[src/rtl/matrix_scan_ctrl_if.sv]
// Game-logic side of the LED matrix scan controller: back-buffer writes,
// swap handshake and the registered matrix pin drive.
interface matrix_scan_ctrl_if;
    logic       enable;
    logic       wr_en;
    logic [2:0] wr_col;
    logic [7:0] wr_data;
    logic       swap_req;
    logic       swap_ack;
    logic       frame_start;
    logic [7:0] rows;
    logic [2:0] col_sel;

    modport master (
        output enable, wr_en, wr_col, wr_data, swap_req,
        input  swap_ack, frame_start, rows, col_sel
    );

    modport slave (
        input  enable, wr_en, wr_col, wr_data, swap_req,
        output swap_ack, frame_start, rows, col_sel
    );
endinterface

[src/rtl/matrix_scan_ctrl.sv]
// 8x8 LED matrix scan controller: double-buffered frame store, column
// multiplexing with a blanking gap before each column, and tear-free
// front/back swap taken only at a frame boundary (or at once while idle).
//
// state    | meaning
// ---------+-------------------------------------------------------
// ST_IDLE  | scan disabled, rows/col_sel held at 0
// ST_BLANK | rows forced to 0 for BLANK_CYCLES before lighting col
// ST_SHOW  | front[col] driven onto rows for DWELL_CYCLES
module matrix_scan_ctrl #(
    parameter int DWELL_CYCLES = 1000,
    parameter int BLANK_CYCLES = 8,
    parameter int CNT_W        = 16
) (
    input  logic               clk,
    input  logic               resetbutton,
    matrix_scan_ctrl_if.slave  bus
);

    localparam logic [1:0] ST_IDLE  = 2'd0;
    localparam logic [1:0] ST_BLANK = 2'd1;
    localparam logic [1:0] ST_SHOW  = 2'd2;

    localparam logic [CNT_W-1:0] BLANK_LAST = CNT_W'(BLANK_CYCLES - 1);
    localparam logic [CNT_W-1:0] DWELL_LAST = CNT_W'(DWELL_CYCLES - 1);
    localparam logic [CNT_W-1:0] CNT_ONE    = CNT_W'(1);

    logic [1:0]             state_q, state_d;
    logic [2:0]             col_q, col_d;
    logic [CNT_W-1:0]       cnt_q, cnt_d;
    logic                   front_sel_q, front_sel_d;
    logic                   swap_pending_q, swap_pending_d;
    logic [1:0][7:0][7:0]   fb_q, fb_d;
    logic [7:0]             rows_q, rows_d;
    logic [2:0]             col_sel_q, col_sel_d;
    logic                   frame_start_q, frame_start_d;
    logic                   swap_ack_q, swap_ack_d;
    logic                   swap_take;

    // Next-state logic; outputs are computed from the next state so the
    // registered pins line up with the state they describe.
    always_comb begin
        state_d       = state_q;
        col_d         = col_q;
        cnt_d         = cnt_q;
        frame_start_d = 1'b0;
        swap_take     = 1'b0;

        if (!bus.enable) begin
            state_d = ST_IDLE;
            col_d   = 3'd0;
            cnt_d   = '0;
        end else begin
            case (state_q)
                ST_IDLE: begin
                    state_d       = ST_BLANK;
                    col_d         = 3'd0;
                    cnt_d         = '0;
                    frame_start_d = 1'b1;
                end
                ST_BLANK: begin
                    if (cnt_q == BLANK_LAST) begin
                        state_d = ST_SHOW;
                        cnt_d   = '0;
                    end else begin
                        cnt_d = cnt_q + CNT_ONE;
                    end
                end
                ST_SHOW: begin
                    if (cnt_q == DWELL_LAST) begin
                        state_d = ST_BLANK;
                        cnt_d   = '0;
                        col_d   = col_q + 3'd1;
                        if (col_q == 3'd7) begin
                            // Frame boundary: a request arriving right now
                            // rides along with this swap.
                            frame_start_d = 1'b1;
                            swap_take     = swap_pending_q | bus.swap_req;
                        end
                    end else begin
                        cnt_d = cnt_q + CNT_ONE;
                    end
                end
                default: begin
                    state_d = ST_IDLE;
                    col_d   = 3'd0;
                    cnt_d   = '0;
                end
            endcase
        end

        // Nothing is on display while idle, so a pending swap can go now.
        if (state_q == ST_IDLE && swap_pending_q) begin
            swap_take = 1'b1;
        end

        swap_pending_d = swap_take ? 1'b0 : (swap_pending_q | bus.swap_req);
        front_sel_d    = front_sel_q ^ swap_take;
        swap_ack_d     = swap_take;

        // Writes always land in the pre-swap back buffer.
        fb_d = fb_q;
        if (bus.wr_en) begin
            fb_d[~front_sel_q][bus.wr_col] = bus.wr_data;
        end

        col_sel_d = col_d;
        rows_d    = (state_d == ST_SHOW) ? fb_d[front_sel_d][col_d] : 8'h00;
    end

    // State, frame store and registered outputs.
    always_ff @(posedge clk or negedge resetbutton) begin
        if (!resetbutton) begin
            state_q        <= ST_IDLE;
            col_q          <= 3'd0;
            cnt_q          <= '0;
            front_sel_q    <= 1'b0;
            swap_pending_q <= 1'b0;
            fb_q           <= '0;
            rows_q         <= 8'h00;
            col_sel_q      <= 3'd0;
            frame_start_q  <= 1'b0;
            swap_ack_q     <= 1'b0;
        end else begin
            state_q        <= state_d;
            col_q          <= col_d;
            cnt_q          <= cnt_d;
            front_sel_q    <= front_sel_d;
            swap_pending_q <= swap_pending_d;
            fb_q           <= fb_d;
            rows_q         <= rows_d;
            col_sel_q      <= col_sel_d;
            frame_start_q  <= frame_start_d;
            swap_ack_q     <= swap_ack_d;
        end
    end

    assign bus.rows        = rows_q;
    assign bus.col_sel     = col_sel_q;
    assign bus.frame_start = frame_start_q;
    assign bus.swap_ack    = swap_ack_q;

endmodule
[src/flat_wrapper.sv]
// flat-port wrapper written by rule: the top's interface ports become plain ports
module matrix_scan_ctrl_flat 
#(
    parameter int DWELL_CYCLES = 1000,
    parameter int BLANK_CYCLES = 8,
    parameter int CNT_W        = 16
)
  (clk, resetbutton, bus_enable, bus_wr_en, bus_wr_col, bus_wr_data, bus_swap_req, bus_swap_ack, bus_frame_start, bus_rows, bus_col_sel);
  matrix_scan_ctrl_if bus_i ();
  input  logic clk;
  input  logic resetbutton;
  input wire logic [$bits(bus_i.enable)-1:0] bus_enable;
  input wire logic [$bits(bus_i.wr_en)-1:0] bus_wr_en;
  input wire logic [$bits(bus_i.wr_col)-1:0] bus_wr_col;
  input wire logic [$bits(bus_i.wr_data)-1:0] bus_wr_data;
  input wire logic [$bits(bus_i.swap_req)-1:0] bus_swap_req;
  output wire logic [$bits(bus_i.swap_ack)-1:0] bus_swap_ack;
  output wire logic [$bits(bus_i.frame_start)-1:0] bus_frame_start;
  output wire logic [$bits(bus_i.rows)-1:0] bus_rows;
  output wire logic [$bits(bus_i.col_sel)-1:0] bus_col_sel;
  assign bus_i.enable = bus_enable;
  assign bus_i.wr_en = bus_wr_en;
  assign bus_i.wr_col = bus_wr_col;
  assign bus_i.wr_data = bus_wr_data;
  assign bus_i.swap_req = bus_swap_req;
  assign bus_swap_ack = bus_i.swap_ack;
  assign bus_frame_start = bus_i.frame_start;
  assign bus_rows = bus_i.rows;
  assign bus_col_sel = bus_i.col_sel;
  matrix_scan_ctrl #(.DWELL_CYCLES(DWELL_CYCLES), .BLANK_CYCLES(BLANK_CYCLES), .CNT_W(CNT_W)) u_core (.clk(clk), .resetbutton(resetbutton), .bus(bus_i));
endmodule
[config.mk]
export PLATFORM = sky130hd
export DESIGN_NAME = matrix_scan_ctrl_flat
export DESIGN_NICKNAME = d
export VERILOG_FILES = /design/src/rtl/matrix_scan_ctrl_if.sv /design/src/rtl/matrix_scan_ctrl.sv /design/src/flat_wrapper.sv
export SDC_FILE = /design/constraint.sdc
export NUM_CORES = 1
export LEC_CHECK = 0
export BUFFER_PORTS_ARGS = -buffer_cell sky130_fd_sc_hd__clkbuf_2
export CAP_MARGIN = 10
export CORE_UTILIZATION = 55
export DETAILED_ROUTE_END_ITERATION = 16
export PLACE_DENSITY = 0.69
export SKIP_LAST_GASP = 1
export SYNTH_ARGS = -nofsm -noshare
export SYNTH_HDL_FRONTEND = slang
export SYNTH_SLANG_ARGS = --single-unit
[constraint.sdc]
create_clock -name clk -period 3.25 [get_ports clk]
set_input_delay 0 -clock clk [delete_from_list [all_inputs] [get_ports clk]]
set_output_delay 0 -clock clk [all_outputs]
set_load 0.03 [all_outputs]
==> key figures, run 1 <==
Drt
  – Detailed Route Iter0 Violations: between 200 and 250
  – DRC viols: 0
  – Vias: between 4000 and 5000
  – Drt pass-1 iters: 4
  – Via density per instance: 5.891
  – Post-Route WL: about 16000 um
  – Routed len/inst: 20.63 um
  – Antenna Nets Post-Route: 0

Clock tree
  – Post-CTS Setup Bufs: 0
  – Root Driver: clkbuf_16
  – CTS buffer count: 17
  – CTS clk-pin slew, worst paths: ~0.060 ns
  – CTS tree: yes
  – # H-tree levels: 4
  – CTS Buffer Depth: 2
  – Clk sink count: 161
  – Clk_lat worst skew: about 0.42 ns

Synth
  – Yosys top cell by area: dfrtp_1
  – Post-synthesis cell area: approximately 0.0075 mm2
  – Count of flip-flops with a built-in enable after synthesis: 0
  – Synth Area in Adders: 0.01163
  – Main combinational cell family by area after synthesis: multiplexers
  – Multiplexer share of the synthesized area: 0.2845
  – Post-synth cell types: 44
  – Post-Synthesis Cells: 566
  – Warnings, synthesis: 0
  – Async set-or-reset flop fraction in the synthesized netlist: 1.000
  – Synth Flop Type: dfrtp_1
  – Register area share after synthesis: 0.5351
  – Largest cells by area after synthesis: dfrtp_1 54%, mux2_2 24%, mux2i_1 4.5%
  – Post-synth top area share: 0.5351
  – Xor/xnor share of the synthesized area: 0.01745
  – Flops & latches, synth: between 150 and 200
  – Post-synthesis compound-gate area fraction: 0.05550
  – Syn avg cell area: between 10 and 15 um2
  – Simple-Gate Fraction of Synth Area: 0.07262
  – Net Count, Synth: about 590

Outcome
  – Status: finished, final reports clean

Power
  – Max IR drop VDD: 0.0003923 V
  – Leak: 3.783 nW
  – Pwr per Cell Area: between 800 and 900 mW/mm2

Floorplanning
  – # IOs: 29
  – FP Rows: between 40 and 50
  – Core area: 0.01330 mm2
  – Chip Height: between 100 and 150 um
  – Die area: ~0.014 mm2
  – Die Width: 119.0 um
  – Initial Util: 0.5663

Finish
  – Most common cell after layout, fill and taps aside: dfrtp_1
  – Finished Layout Cells: between 700 and 800
  – Layout Nets: 625
  – Share of layout cells above drive strength 1: 0.4007
  – # diodes: 0
  – Commonest non-fill, non-tap cells in the layout: 161 x dfrtp_1, 160 x mux2_2, 37 x nor2_1
  – Area Growth Syn to Fin: 13.63%

Min path
  – Hold Crit Class: input pin to flip-flop

Critical path
  – Critical path data required time: roughly 3.6 ns
  – Worst setup EP type: flip-flop
  – CP Max Fanout: slightly above 40
  – CP arrival: between 3 and 4 ns
  – CP Class: flip-flop to flip-flop
  – CP startpoint kind: flip-flop

Job
  – Max-Cap Viols: 0

Global routing
  – Total Routing Usage GR: 0.2474
  – Initial antenna violation count: 0
  – Global-route wire length before repair: between 20000 and 30000 um
  – Total congestion overflow: 0
  – Number of global-route vias before repair: around 4900
  – Pin count of the biggest net entering global routing: 100

Timing
  – Max Freq: about 320 MHz
  – Final setup vio count: 0
  – Fin. Hold Viols: 0
  – Worst Skew: approximately 0.007 ns
  – Worst-margin pin slew: 0.9073 ns
  – Tcrit/Tclk final: 0.9590
  – Slew Limit Fails: 0
  – Rel. slew slack: 0.3952
  – RSZ-0062 raised after global routing: false
  – Minimum clock period: 3.117 ns
  – Setup TNS: 0 ns

Placed design
  – Final GP Congestion: slightly above 0.8
  – I/O Buffers: 28
  – Cells after DPL: about 760
  – Post-DP HPWL: about 11000 um
routing by layer:
| metal | global-route usage | share of wire |
|---|---|---|
| met4 | 0.08307 | 0.017 |
| met1 | 0.3302 | 0.46 |
| met3 | 0.04358 | 0.030 |
| met5 | 0 | 0 |
| met2 | 0.4088 | 0.50 |
logic make-up (layout without fill, tap and decap cells):
logic type / Yosys count / after routing
AOI/OAI and AO/OA: 52 / 52
xor gates and xnor gates: 15 / 15
adders and majority gates: 7 / 7
buffers and inverters: 36 / 84
DFF: 161 / 161
muxes: 194 / 194
and+or+nand+nor: 101 / 101
stage by stage:
step / setup WS (ns) / utilization / hold WS [ns] / area (um2) / total power, W
after detailed placement: 0.1144 / 0.5956 / 0.1608 / 7919 / 0.005505
after floorplan: 0.3277 / - / -0.2956 / 7530 / 0.004911
after global placement: 0.1952 / 0.5956 / 0.1530 / 7919 / 0.005361
after global routing: 0.02708 / 0.6435 / 0.1577 / 8556 / 0.007912
after CTS: 0.08831 / 0.6434 / 0.1241 / 8554 / 0.007568
final: 0.1332 / 0.6435 / 0.1371 / 8556 / 0.007530
final timing paths:
path                       cells after the start  slack [ns]                  startpoint                           end
setup / recovery                               8        0.13  u_core.cnt_q[11]$_DFF_PN0_  u_core.bus.rows[5]$_DFF_PN0_
hold / removal                                 2        0.14              bus_wr_data[5]     u_core.fb_q[77]$_DFF_PN0_
setup reg to reg                               8        0.13  u_core.cnt_q[11]$_DFF_PN0_  u_core.bus.rows[5]$_DFF_PN0_
hold reg to reg                                1        0.46   u_core.cnt_q[0]$_DFF_PN0_     u_core.cnt_q[0]$_DFF_PN0_
max in group asynchronous                      3        2.19                 resetbutton     u_core.fb_q[75]$_DFF_PN0_
min in group asynchronous                      2        0.23                 resetbutton  u_core.bus.rows[1]$_DFF_PN0_
cell usage after synthesis, drive strengths merged (4+ instances only):
cell and instances:
nand3 6, nand2b 7, and2 6, a22o 9, nor2 39, ha 7, nand2 19, xor2 9
inv 7, nand4 5, buf 13, mux2i 34, o22ai 16, mux2 160, clkbuf 16, xnor2 6
nor3 4, a221o 16, dfrtp 161, o21ai 5
sequential cells by signal, summed over array words and instances (netlist names):
register / cells
u_core.bus.frame_start: 1
u_core.bus.rows: 8
u_core.bus.swap_ack: 1
u_core.cnt_q: 16
u_core.col_q: 3
u_core.fb_q: 128
u_core.front_sel_q: 1
u_core.state_q: 2
u_core.swap_pending_q: 1
worst max-delay path, cell delays in order (launching register included):
cell and delay [ns]:
dfrtp_1 0.43, or4_4 0.57, nor3_2 0.25, a22o_2 0.24
xor2_4 0.22, buf_12 0.27, mux2_2 0.37, a221o_1 0.35
a22o_1 0.25
final cells by class:
class	instances	area [um2]
flip-flops and latches	161	4029
well taps	176	220.2
multi-input cells	369	3346
inverters	7	28.78
clock inverters	8	127.6
fillers	1008	4740
clock buffers	23	478.0
repair buffers	46	326.6
report_power, final:
part           leakage, nW  switching [W]  internal (W)
Sequential            2.01       0.000219       0.00279
Clock                0.290       0.000774       0.00127
Combinational         1.48        0.00110       0.00138
timing repair:
action | CTS | global route
resized for setup | 0 | 1
hold buffers | 3 | 0
hold endpoints to repair | 101 | 0
setup endpoints to repair | 0 | 3
(Power assumes the default switching activity.)
==> inputs of run 2 (changes only) <==
--- a/config.mk
+++ b/config.mk
@@ -9,7 +9,7 @@
 export CAP_MARGIN = 10
 export CORE_UTILIZATION = 55
 export DETAILED_ROUTE_END_ITERATION = 16
-export PLACE_DENSITY = 0.69
+export PLACE_DENSITY = 0.72
 export SKIP_LAST_GASP = 1
 export SYNTH_ARGS = -nofsm -noshare
 export SYNTH_HDL_FRONTEND = slang
==> constraint.sdc (replaced) <==
create_clock -name clk -period 2.6 [get_ports clk]
set_input_delay 0 -clock clk [delete_from_list [all_inputs] [get_ports clk]]
set_output_delay 0 -clock clk [all_outputs]
set_load 0.03 [all_outputs]
==> key figures, run 2 (synthesized netlist as in run 1, its figures left out) <==
Timing
  – Max Freq: 344.1 MHz (was 320.8 MHz)
  – Slew Limit Fails: 0 (unchanged)
  – Tcrit/Tclk final: 1.118 (was 0.9590)
  – Final worst setup slack: -0.3059 ns (was 0.1332 ns)
  – Final setup vio count: 8 (was 0)
  – Hold slack final: 0.1183 ns (was 0.1371 ns)
  – Worst Skew: 0.005855 ns (was 0.006989 ns)
  – Setup TNS: -2.214 ns (was 0 ns)
  – Minimum clock period: 2.906 ns (was 3.117 ns)
  – Fin. Hold Viols: 0 (unchanged)
  – Rel. slew slack: 0.4499 (was 0.3952)
  – RSZ-0062 raised after global routing: true (was false)
  – Worst-margin pin slew: 0.8251 ns (was 0.9073 ns)

Floorplanning
  – Initial Util: 0.5663 (unchanged)
  – Die area: 0.01416 mm2 (unchanged)
  – Core area: 0.01330 mm2 (unchanged)
  – # IOs: 29 (unchanged)
  – Die Width: 119.0 um (unchanged)
  – FP Rows: 42 (unchanged)
  – Chip Height: 119.0 um (unchanged)

Critical path
  – CP arrival: 3.21 ns (was 3.42 ns)
  – CP startpoint kind: flip-flop (unchanged)
  – Worst setup EP type: flip-flop (unchanged)
  – Crit-path slowest cell: or4_4 (unchanged)
  – CP max stage delay: 0.56 ns (was 0.57 ns)
  – Critical path data required time: 2.91 ns (was 3.55 ns)
  – Critical path cell sequence: or4_4 > buf_6 > nor4_4 > mux2i_2 > o21ai_4 > nand2_2 > buf_8 > o22ai_1 > a221o_1 > a22o_1 (was or4_4 > nor3_2 > a22o_2 > xor2_4 > buf_12 > mux2_2 > a221o_1 > a22o_1)
  – CP Max Fanout: 8 (was 41)
  – CP Class: flip-flop to flip-flop (unchanged)

Drt
  – Via density per instance: 5.714 (was 5.891)
  – Post-Route WL: 17660 um (was 16300 um)
  – Vias: 4863 (was 4654)
  – Detailed Route Iter0 Violations: 250 (was 207)
  – Antenna Nets Post-Route: 0 (unchanged)
  – Drt pass-1 iters: 4 (unchanged)
  – Routed len/inst: 20.75 um (was 20.63 um)
  – DRC viols: 0 (unchanged)

Finish
  – Largest register FFs: 128 (unchanged)
  – Finished Layout Cells: 851 (was 790)
  – # diodes: 0 (unchanged)
  – Filler instances: 885 (was 1008)
  – Layout Nets: 685 (was 625)
  – Most common cell after layout, fill and taps aside: dfrtp_1 (unchanged)
  – Share of layout cells above drive strength 1: 0.4756 (was 0.4007)
  – Area Growth Syn to Fin: 23.30% (was 13.63%)
  – Core Util, Final: 0.6983 (was 0.6435)
  – Register with the most flip-flops: u_core.fb_q (unchanged)
  – Final Cell Area: 0.009284 mm2 (was 0.008556 mm2)
  – Commonest non-fill, non-tap cells in the layout: 159 x dfrtp_1, 149 x mux2_2, 55 x buf_4 (was 161 x dfrtp_1, 160 x mux2_2, 37 x nor2_1)

Global routing
  – Initial antenna violation count: 0 (unchanged)
  – Global-route wire length before repair: 28360 um (was 26440 um)
  – Number of global-route vias before repair: 5279 (was 4869)
  – Pin count of the biggest net entering global routing: 90 (was 100)
  – Total Routing Usage GR: 0.2648 (was 0.2474)
  – Total congestion overflow: 0 (unchanged)

Clock tree
  – # H-tree levels: 4 (unchanged)
  – CTS buffer count: 17 (unchanged)
  – Clk sink count: 161 (unchanged)
  – Clk_lat worst skew: 0.43 ns (was 0.42 ns)
  – Root Driver: clkbuf_16 (unchanged)
  – CTS tree: yes (unchanged)
  – CTS Buffer Depth: 2 (unchanged)
  – CTS clk-pin slew, worst paths: 0.06 ns (about the same)

Placed design
  – I/O Buffers: 28 (unchanged)
  – Placed instance area: 0.008382 mm2 (was 0.007919 mm2)
  – Post-DP HPWL: 11680 um (was 10880 um)
  – Final GP Congestion: 0.8073 (was 0.8091)
  – Cells after DPL: 803 (was 756)

Outcome
  – Status: complete, but fails checks (was finished, final reports clean)
  – Failing checks: setup timing

Power
  – Max IR drop VDD: 0.0005901 V (was 0.0003923 V)
  – Leak: 4.195 nW (was 3.783 nW)
  – Pwr per Cell Area: 1083 mW/mm2 (was 880.1 mW/mm2)

Min path
  – Hold Crit Class: input pin to flip-flop (unchanged)

Job
  – Max-Cap Viols: 0 (unchanged)
==> run 2: changes by cell type in the layout (fill, tap and decap cells not counted), moves of 5 or more <==
cell | previous run | this run
buf_4 | 12 | 55
mux2_2 | 160 | 149
mux2_4 | 0 | 11
buf_6 | 1 | 9
buf_12 | 3 | 8
==> run 2: path summary, 6_finish.rpt <==
check / depth (start not counted) / endpoint / slack (ns) / startpoint
setup / recovery: 10 / u_core.bus.rows[1]$_DFF_PN0_ / -0.31 / u_core.cnt_q[15]$_DFF_PN0_
hold / removal: 2 / u_core.fb_q[68]$_DFF_PN0_ / 0.12 / bus_wr_data[4]
setup reg to reg: 10 / u_core.bus.rows[1]$_DFF_PN0_ / -0.31 / u_core.cnt_q[15]$_DFF_PN0_
hold reg to reg: 1 / u_core.fb_q[68]$_DFF_PN0_ / 0.49 / u_core.fb_q[68]$_DFF_PN0_
max in group asynchronous: 3 / u_core.fb_q[116]$_DFF_PN0_ / 1.62 / resetbutton
min in group asynchronous: 2 / u_core.fb_q[66]$_DFF_PN0_ / 0.21 / resetbutton
==> run 2: per-layer routing <==
layer,vias to the layer above,global-route usage,wire (um)
li1,2238,-,-
met1,2508,0.3500,8036
met2,95,0.4368,8790
met3,22,0.04789,551
met4,0,0.09731,278
met5,-,0,0
==> run 2: cell type report <==
| type | count | area [um2] | area share |
|---|---|---|---|
| Clock buffer | 23 | 508.0 | 0.05472 |
| Clock inverter | 9 | 102.6 | 0.01105 |
| Inverter | 7 | 28.78 | 0.003100 |
| Multi-Input combinational cell | 369 | 3458 | 0.3725 |
| Sequential cell | 161 | 4031 | 0.4342 |
| Tap cell | 176 | 220.2 | 0.02372 |
| Timing Repair Buffer | 106 | 934.6 | 0.1007 |
==> run 2: repair_timing <==
action	4_1_cts	5_1_grt
hold endpoints to repair	89	0
setup buffers	5	5
resized for setup	15	10
hold buffers	3	0
setup endpoints to repair	8	8
pin swaps	15	7
gates cloned	2	1
==> run 2: per-stage QoR <==
stage / total power, W / setup WS, ns
after floorplan: 0.006317 / -0.1256
after global placement: 0.006943 / -0.3403
after detailed placement: 0.007120 / -0.3684
after CTS: 0.009927 / -0.2611
after global routing: 0.01052 / -0.3565
final: 0.01005 / -0.3059
==> run 2: where the power goes <==
group	internal, W	switching [W]	total (W)
Sequential	0.00348	0.000268	0.00375
Combinational	0.00214	0.00163	0.00377
Clock	0.00156	0.000972	0.00253
Total	0.00718	0.00287	0.0101
==> run 2: critical path, delay by kind of cell, from the launching register on <==
kind                   cells  cell delay (ns)
AND/OR/NAND/NOR            3             1.04
AO/OA/AOI/OAI              4             0.75
multiplexers               1             0.32
buffers and inverters      2             0.29
flip-flops                 1             0.37
